==> config.mk <==
export PLATFORM = sky130hd
export DESIGN_NAME = branch_pred_tracker
export DESIGN_NICKNAME = d
export VERILOG_FILES = /design/src/rtl/branch_pred_tracker.sv
export SDC_FILE = /design/constraint.sdc
export NUM_CORES = 1
export LEC_CHECK = 0
export CELL_PAD_IN_SITES_DETAIL_PLACEMENT = 1
export CELL_PAD_IN_SITES_GLOBAL_PLACEMENT = 1
export CORE_UTILIZATION = 41
export CTS_CLUSTER_DIAMETER = 120
export DETAILED_ROUTE_END_ITERATION = 10
export PLACE_DENSITY = 0.82
export SLEW_MARGIN = 10
export SYNTH_ARGS = -nofsm -noshare
export SYNTH_HDL_FRONTEND = slang
export SYNTH_SLANG_ARGS = --single-unit
export TNS_END_PERCENT = 1
==> constraint.sdc <==
create_clock -name CLK -period 2.3 [get_ports CLK]
set_clock_uncertainty 0.05 [all_clocks]
set_input_delay 0.345 -clock CLK [delete_from_list [all_inputs] [get_ports CLK]]
set_output_delay 0.345 -clock CLK [all_outputs]
set_load 0.03 [all_outputs]
==> src/rtl/branch_pred_tracker.sv <==
// Tracks in-flight branch predictions in a circular FIFO and reports predictor
// updates and mispredicts on resolve. Define BPRED_STATS_EN to add the statistics counters.
module branch_pred_tracker #(
    parameter int DEPTH = 4,
    parameter int WIDTH = 32
) (
    input  logic                       CLK,
    input  logic                       nRST,
    input  logic                       push,
    input  logic [WIDTH-1:0]           push_pc,
    input  logic [WIDTH-1:0]           push_target,
    input  logic                       push_taken,
    input  logic                       resolve,
    input  logic                       resolve_taken,
    input  logic [WIDTH-1:0]           resolve_target,
    input  logic                       flush,
    output logic                       full,
    output logic                       empty,
    output logic [$clog2(DEPTH+1)-1:0] count,
    output logic                       update_predictor,
    output logic [WIDTH-1:0]           pc_to_update,
    output logic [WIDTH-1:0]           update_addr,
    output logic                       branch_result,
    output logic                       mispredict,
    output logic [WIDTH-1:0]           correct_pc
`ifdef BPRED_STATS_EN
    ,
    output logic [31:0]                stat_branches,
    output logic [31:0]                stat_mispredicts
`endif
);

    localparam int CW = $clog2(DEPTH + 1);
    localparam int PW = $clog2(DEPTH);

    logic [WIDTH-1:0] pc_q     [DEPTH];
    logic [WIDTH-1:0] pc_d     [DEPTH];
    logic [WIDTH-1:0] target_q [DEPTH];
    logic [WIDTH-1:0] target_d [DEPTH];
    logic [DEPTH-1:0] taken_q, taken_d;
    logic [PW-1:0]    wr_ptr_q, wr_ptr_d, rd_ptr_q, rd_ptr_d;
    logic [CW-1:0]    count_q, count_d;
    logic             update_q, update_d, mispredict_q, mispredict_d;
    logic             branch_result_q, branch_result_d;
    logic [WIDTH-1:0] pc_to_update_q, pc_to_update_d;
    logic [WIDTH-1:0] update_addr_q, update_addr_d;
    logic [WIDTH-1:0] correct_pc_q, correct_pc_d;
    logic             do_push, do_resolve, wrong;

    assign full  = (count_q == CW'(DEPTH));
    assign empty = (count_q == '0);

    always_comb begin
        pc_d            = pc_q;
        target_d        = target_q;
        taken_d         = taken_q;
        wr_ptr_d        = wr_ptr_q;
        rd_ptr_d        = rd_ptr_q;
        count_d         = count_q;
        pc_to_update_d  = pc_to_update_q;
        update_addr_d   = update_addr_q;
        branch_result_d = branch_result_q;
        correct_pc_d    = correct_pc_q;

        do_resolve = resolve && !empty;
        // A full FIFO can still accept a push when the oldest entry leaves this cycle.
        do_push    = push && !flush && (!full || do_resolve);
        wrong      = (taken_q[rd_ptr_q] != resolve_taken) ||
                     (taken_q[rd_ptr_q] && resolve_taken &&
                      (target_q[rd_ptr_q] != resolve_target));
        update_d     = do_resolve;
        mispredict_d = do_resolve && wrong;

        if (do_push) begin
            pc_d[wr_ptr_q]     = push_pc;
            target_d[wr_ptr_q] = push_target;
            taken_d[wr_ptr_q]  = push_taken;
            wr_ptr_d           = wr_ptr_q + PW'(1);
        end

        if (do_resolve) begin
            rd_ptr_d        = rd_ptr_q + PW'(1);
            pc_to_update_d  = pc_q[rd_ptr_q];
            update_addr_d   = resolve_target;
            branch_result_d = resolve_taken;
            correct_pc_d    = resolve_taken ? resolve_target : pc_q[rd_ptr_q] + WIDTH'(4);
        end

        if (do_push && !do_resolve)
            count_d = count_q + CW'(1);
        else if (!do_push && do_resolve)
            count_d = count_q - CW'(1);

        if (flush) begin
            wr_ptr_d = '0;
            rd_ptr_d = '0;
            count_d  = '0;
        end
    end

    always_ff @(posedge CLK or negedge nRST) begin
        if (!nRST) begin
            for (int i = 0; i < DEPTH; i++) begin
                pc_q[i]     <= '0;
                target_q[i] <= '0;
            end
            taken_q         <= '0;
            wr_ptr_q        <= '0;
            rd_ptr_q        <= '0;
            count_q         <= '0;
            update_q        <= 1'b0;
            mispredict_q    <= 1'b0;
            branch_result_q <= 1'b0;
            pc_to_update_q  <= '0;
            update_addr_q   <= '0;
            correct_pc_q    <= '0;
        end else begin
            pc_q            <= pc_d;
            target_q        <= target_d;
            taken_q         <= taken_d;
            wr_ptr_q        <= wr_ptr_d;
            rd_ptr_q        <= rd_ptr_d;
            count_q         <= count_d;
            update_q        <= update_d;
            mispredict_q    <= mispredict_d;
            branch_result_q <= branch_result_d;
            pc_to_update_q  <= pc_to_update_d;
            update_addr_q   <= update_addr_d;
            correct_pc_q    <= correct_pc_d;
        end
    end

    assign count            = count_q;
    assign update_predictor = update_q;
    assign mispredict       = mispredict_q;
    assign branch_result    = branch_result_q;
    assign pc_to_update     = pc_to_update_q;
    assign update_addr      = update_addr_q;
    assign correct_pc       = correct_pc_q;

`ifdef BPRED_STATS_EN
    logic [31:0] stat_branches_q, stat_branches_d;
    logic [31:0] stat_mispredicts_q, stat_mispredicts_d;

    // Counters advance on the edge that raises the matching pulse, saturating at all-ones.
    always_comb begin
        stat_branches_d    = stat_branches_q;
        stat_mispredicts_d = stat_mispredicts_q;
        if (update_d && (stat_branches_q != 32'hFFFF_FFFF))
            stat_branches_d = stat_branches_q + 32'd1;
        if (mispredict_d && (stat_mispredicts_q != 32'hFFFF_FFFF))
            stat_mispredicts_d = stat_mispredicts_q + 32'd1;
    end

    always_ff @(posedge CLK or negedge nRST) begin
        if (!nRST) begin
            stat_branches_q    <= '0;
            stat_mispredicts_q <= '0;
        end else begin
            stat_branches_q    <= stat_branches_d;
            stat_mispredicts_q <= stat_mispredicts_d;
        end
    end

    assign stat_branches    = stat_branches_q;
    assign stat_mispredicts = stat_mispredicts_q;
`endif

endmodule

**After elaboration in Yosys (flattened, before gate mapping)**

Index checks and enable logic that the tools add are counted.

- Add/subtract/negate cells: 5
- Order comparisons: 6
- Eq/ne operators: 3
- Multiplexer cells: 23
- Bitwise logic cells: 2
- Reductions and logical operators: 21

Operators by type and width:

| operator | number |
|---|---|
| $bwmux W128 | 2 |
| $mux W32 | 6 |
| $bmux W32 S2 | 2 |
| $demux W32 S2 | 1 |
| $add A32 B3 Y32 const B | 1 |
| $ne A32 B32 Y1 | 1 |
| $logic_and A1 B1 Y1 | 10 |
| $mux W3 | 3 |
| $mux W2 | 4 |
| $ge A3 B3 Y1 const B | 2 |
| $lt A2 B3 Y1 const B | 2 |
| $not A2 Y3 | 2 |
| $logic_not A1 Y1 | 5 |
| $add A2 B1 Y2 const B | 2 |
| $bwmux W4 | 1 |
| $reduce_bool A2 Y1 | 2 |
| $add A3 B1 Y3 const B | 1 |
| $eq A3 B3 Y1 const B | 1 |
| $logic_not A3 Y1 | 1 |
| $lt A3 B1 Y1 const B | 1 |
| $reduce_bool A3 Y1 | 1 |
| $sub A3 B1 Y3 const B | 1 |
| $bmux W1 S2 | 1 |
| $demux W1 S2 | 1 |
| 4 further kinds | 6 |

- Register bits after elaboration: 366
- Word-level logic and storage cells: 78

**Depth between registers and ports, before layout**

- Depth after elaboration: 10
- Mapped depth: 10
- Gate-level depth less buffers: 9

**Least setup slack after synthesis**

Ideal clock, no wire load.

- Kind: reg2reg
- From: register count_q[2], in the netlist count[2]
- To: register pc_q[0] (netlist name)
- Data arrival time: 2.795 ns
- Required time: 2.125 ns
- Slack: -0.670 ns
- Stages on the path, launching flop included: 7
- Path buffers: 2
- Period minus slack after synthesis: 2.970 ns
- Path through: dfrtp_1 -> nor3b_1 -> a21oi_1 -> nand2_1 -> clkbuf_1 -> buf_2 -> mux2_2

RTL lines:

| element | RTL line | RTL |
|---|---|---|
| start: declaration | 42 | `logic [CW-1:0] count_q, count_d;` |
| start signal: assignment | 123 | `count_q <= count_d;` |
| $eq A3 B3 Y1 | 50 | `assign full = (count_q == CW'(DEPTH));` |
| via full | 17 | `output logic full,` |
| $logic_not A1 Y1 | 67 | `do_push = push && !flush && (!full \|\| do_resolve);` |
| $logic_or A1 B1 Y1 | 67 |  |
| $logic_and A1 B1 Y1 | 67 |  |
| end signal: assignment | 118 | `pc_q <= pc_d;` |
| end: declaration | 36 | `logic [WIDTH-1:0] pc_q [DEPTH];` |

The timed path passes the listed nets, and every way through them passes these cells.
A chain may end at the register's enable or synchronous reset.

**Worst setup path in the final report**

- From: register rd_ptr_q[0]
- To: register mispredict_q, in the netlist mispredict

- Longest elaborated chain between the ends: 8

Ends and longest elaborated chain:

| element | RTL line | RTL |
|---|---|---|
| start: declaration | 41 | `logic [PW-1:0] wr_ptr_q, wr_ptr_d, rd_ptr_q, rd_ptr_d;` |
| start signal: assignment | 122 | `rd_ptr_q <= rd_ptr_d;` |
| $not A2 Y3 (not written as such) | 70 | `(target_q[rd_ptr_q] != resolve_target));` |
| $bmux W32 S2 | 70 |  |
| $mux W32 (not written as such) (2 in series) | 70 |  |
| $ne A32 B32 Y1 | 70 |  |
| $logic_and A1 B1 Y1 | 69 | `(taken_q[rd_ptr_q] && resolve_taken &&` |
| $logic_or A1 B1 Y1 (*) | 68 | `wrong = (taken_q[rd_ptr_q] != resolve_taken) \|\|` |
| $logic_and A1 B1 Y1 (*) | 72 | `mispredict_d = do_resolve && wrong;` |
| via mispredict_d | 43 | `logic update_q, update_d, mispredict_q, mispredict_d;` |
| end signal: assignment | 125 | `mispredict_q <= mispredict_d;` |
| end: declaration | 43 |  |

The timed path passes the listed nets; every way through them passes the cells marked *. The select of a mux whose other input is x is not followed.

==> results.cfg <==
[run_status]
outcome = finished with violations
violations = setup timing

[timing]
timing_hold_violations_final = 0
slew_headroom = 0.633
drv_slew = 0
worst_slack_ns = -0.255
rsz0062_at_grt = yes
period_share = 1.11
fin_crit_ns = 2.55
fmax_mhz = 391
setup_viol = 20
worstMarginPinSlew_ns = 0.551

[place]
hpwl_um = 34600
gp_congestion = 0.801
place_inst = 1991
portBuffers = 206
pre_cts_ws_ns = -0.309

[job]
cap_violations = 0

[logic_synthesis]
synth.most_common_cell = dfrtp_1
seq_area_frac_synth = 0.555
synth_top_area_frac = 0.555
synthDistinctLibCells = 43
synthTopCellsByArea = dfrtp_1 (56%), mux2_2 (18%), mux4_2 (7.0%)
netlist_top_cells_count = dfrtp_1 (366), mux2_2 (260), nand2_1 (217)
syn-cell-area_um2 = 16500
synth_warnings = 0
synth_edf_count = 0
syn_inst = 1228
synth-async-reset-ratio = 1.00
avgSynthCellArea_um2 = 13.4
synth_nets = 1338
ys_ff_latch = 366
ys.flop_type = dfrtp_1
synth_area_leader_cell = dfrtp_1

[grt]
grt_use_total = 0.249
antenna_found_initial = 4
overflow = 0
grt_pass1_vias = 12790
grt_pass1_wl_um = 77400
grt_max_degree = 77

[clocking]
htreeDepth = 2
clk_latency_ns = 0.56
cts_buffer_depth = 3
numClockSinks = 366
cts-root-buf = clkbuf_16
cts_tree = done
cts_buffers = 40
clk_pin_slew_worst_paths_ns = 0.06

[setup_path]
worst-path-max-fanout = 10
critPathCaptureType = flop
worst_path_most_repeated_cell = nor4_2
path_delay_family = simple AND/OR/NAND/NOR gates
worstPathCellList = buf_12 > mux4_2 > xor2_1 > nor4_2 > nand4_1 > nor4_2 > a21oi_1
cp-start-kind = flop
critPathKind = flop to flop
worst_path_max_delay_cell = mux4_2
path_buf_inv = 1
crit_required_ns = 2.68
slowest_delay_ns = 0.53
cp.arrival_ns = 2.93

[drt]
detail_route.wl_per_cell_um = 24.1
drc = 0
ant_nets = 0
dr.pass1.iters = 5
routed_wl_um = 49500
vias = 11352
drt-initial-drc-count = 587
avgViaCountPerCell = 5.51

[power]
p_leak_nw = 9.52
vdd_drop_max_mv = 0.822
p_per_area_nw_per_um2 = 1350

[die]
start_util = 0.415
placementRows = 73
fp.coreArea_um2 = 39700
ioPinCount = 207
dieArea_um2 = 41000
dieWidth_um = 203
die_h_um = 203

[hold_path]
hold_class = input pin to async pin

[finish]
diodes = 0
drive_gt1_frac = 0.342
final_cells = 2060
fin_nets = 1622
area_growth_pct = 29.8
fin_util = 0.539
[what timing repair did]
item                                   in CTS  in global routing
setup endpoints to repair                  30                 26
setup buffers                               1                  0
endpoints found under the hold margin      54                  0
gates cloned                                2                  0
pin swaps                                  18                  6
hold buffers                                1                  0
gates resized for setup                    40                  6
[power by group]
group | switching, mW | leakage (nW) | total [mW] | internal (mW)
logic | 5.89 | 4.37 | 11.7 | 5.85
registers | 1.70 | 4.53 | 10.9 | 9.18
clock network | 2.58 | 0.617 | 6.35 | 3.77
total | 10.2 | 9.52 | 29.0 | 18.8
[routing by layer]
| layer | global-route usage | part of all wire | vias to the layer above |
|---|---|---|---|
| met5 | 0 | 0.00046 | - |
| met4 | 0.106 | 0.040 | 4 |
| met3 | 0.0387 | 0.052 | 116 |
| met2 | 0.416 | 0.49 | 355 |
| met1 | 0.324 | 0.41 | 5966 |
| li1 | - | - | 4911 |
[logic make-up after synthesis]
logic type / count (synthesis) / synth area share
AOI/OAI and AO/OA: 68 / 0.0225
xor gates and xnor gates: 61 / 0.0324
adders and majority gates: 7 / 0.00576
buffers and inverters: 85 / 0.0268
DFF: 366 / 0.555
muxes: 334 / 0.275
and+or+nand+nor: 307 / 0.0825
[flip-flops by register name (all words and copies together) (netlist names)]
signal            cells
rd_ptr_q              2
wr_ptr_q              2
pc_to_update         32
correct_pc           32
update_addr          32
taken_q               4
count                 3
branch_result         1
mispredict            1
target_q            128
pc_q                128
update_predictor      1
[worst paths after layout]
kind / from / to / slack, ns / depth (start not counted)
max: rd_ptr_q[0] / mispredict / -0.25 / 7
min: nRST / pc_q[66] / 0.32 / 2
max reg2reg: rd_ptr_q[0] / mispredict / -0.25 / 7
min reg2reg: pc_to_update[3] / pc_to_update[3] / 0.42 / 2
max in group asynchronous: nRST / update_addr[16] / 0.95 / 3
min in group CLK: resolve_taken / branch_result / 0.33 / 4
[placed cells by master (no fill, tap or decap), drive strengths merged, types with 9 or more instances in the layout]
cell type      netlist  final
a21oi               24     24
and3                15     15
buf                 39    110
clkbuf              35     56
clkdlybuf4s50        0    202
dfrtp              366    366
inv                 11     11
mux2               260    260
mux2i                9      9
mux4                65     65
nand2              217    217
nand4               13     13
nor2                22     22
nor3                 9      9
o21ai               27     27
o22ai               10     10
xnor2               29     29
xor2                32     32
[area by class of cell]
class	instances	area, um2
fillers	3947	18300
inverters	11	41.3
multi-input cells	777	7100
flip-flops and latches	366	9170
repair buffers	316	3190
clock inverters	9	125
well taps	525	657
clock buffers	56	1140
[per-stage QoR]
step	area (um2)	total power, mW	TNS [ns]	hold WS (ns)
global route	21400	30.4	-4.85	0.331
floorplan	16500	17.4	-10.15	-0.000591
global placement	19900	21.7	-1.86	0.287
finish	21400	29.0	-2.68	0.318
CTS	21400	29.1	-2.77	0.292
detailed placement	19900	22.4	-5.30	0.292
No activity file was read; power rests on OpenSTA's default activity.
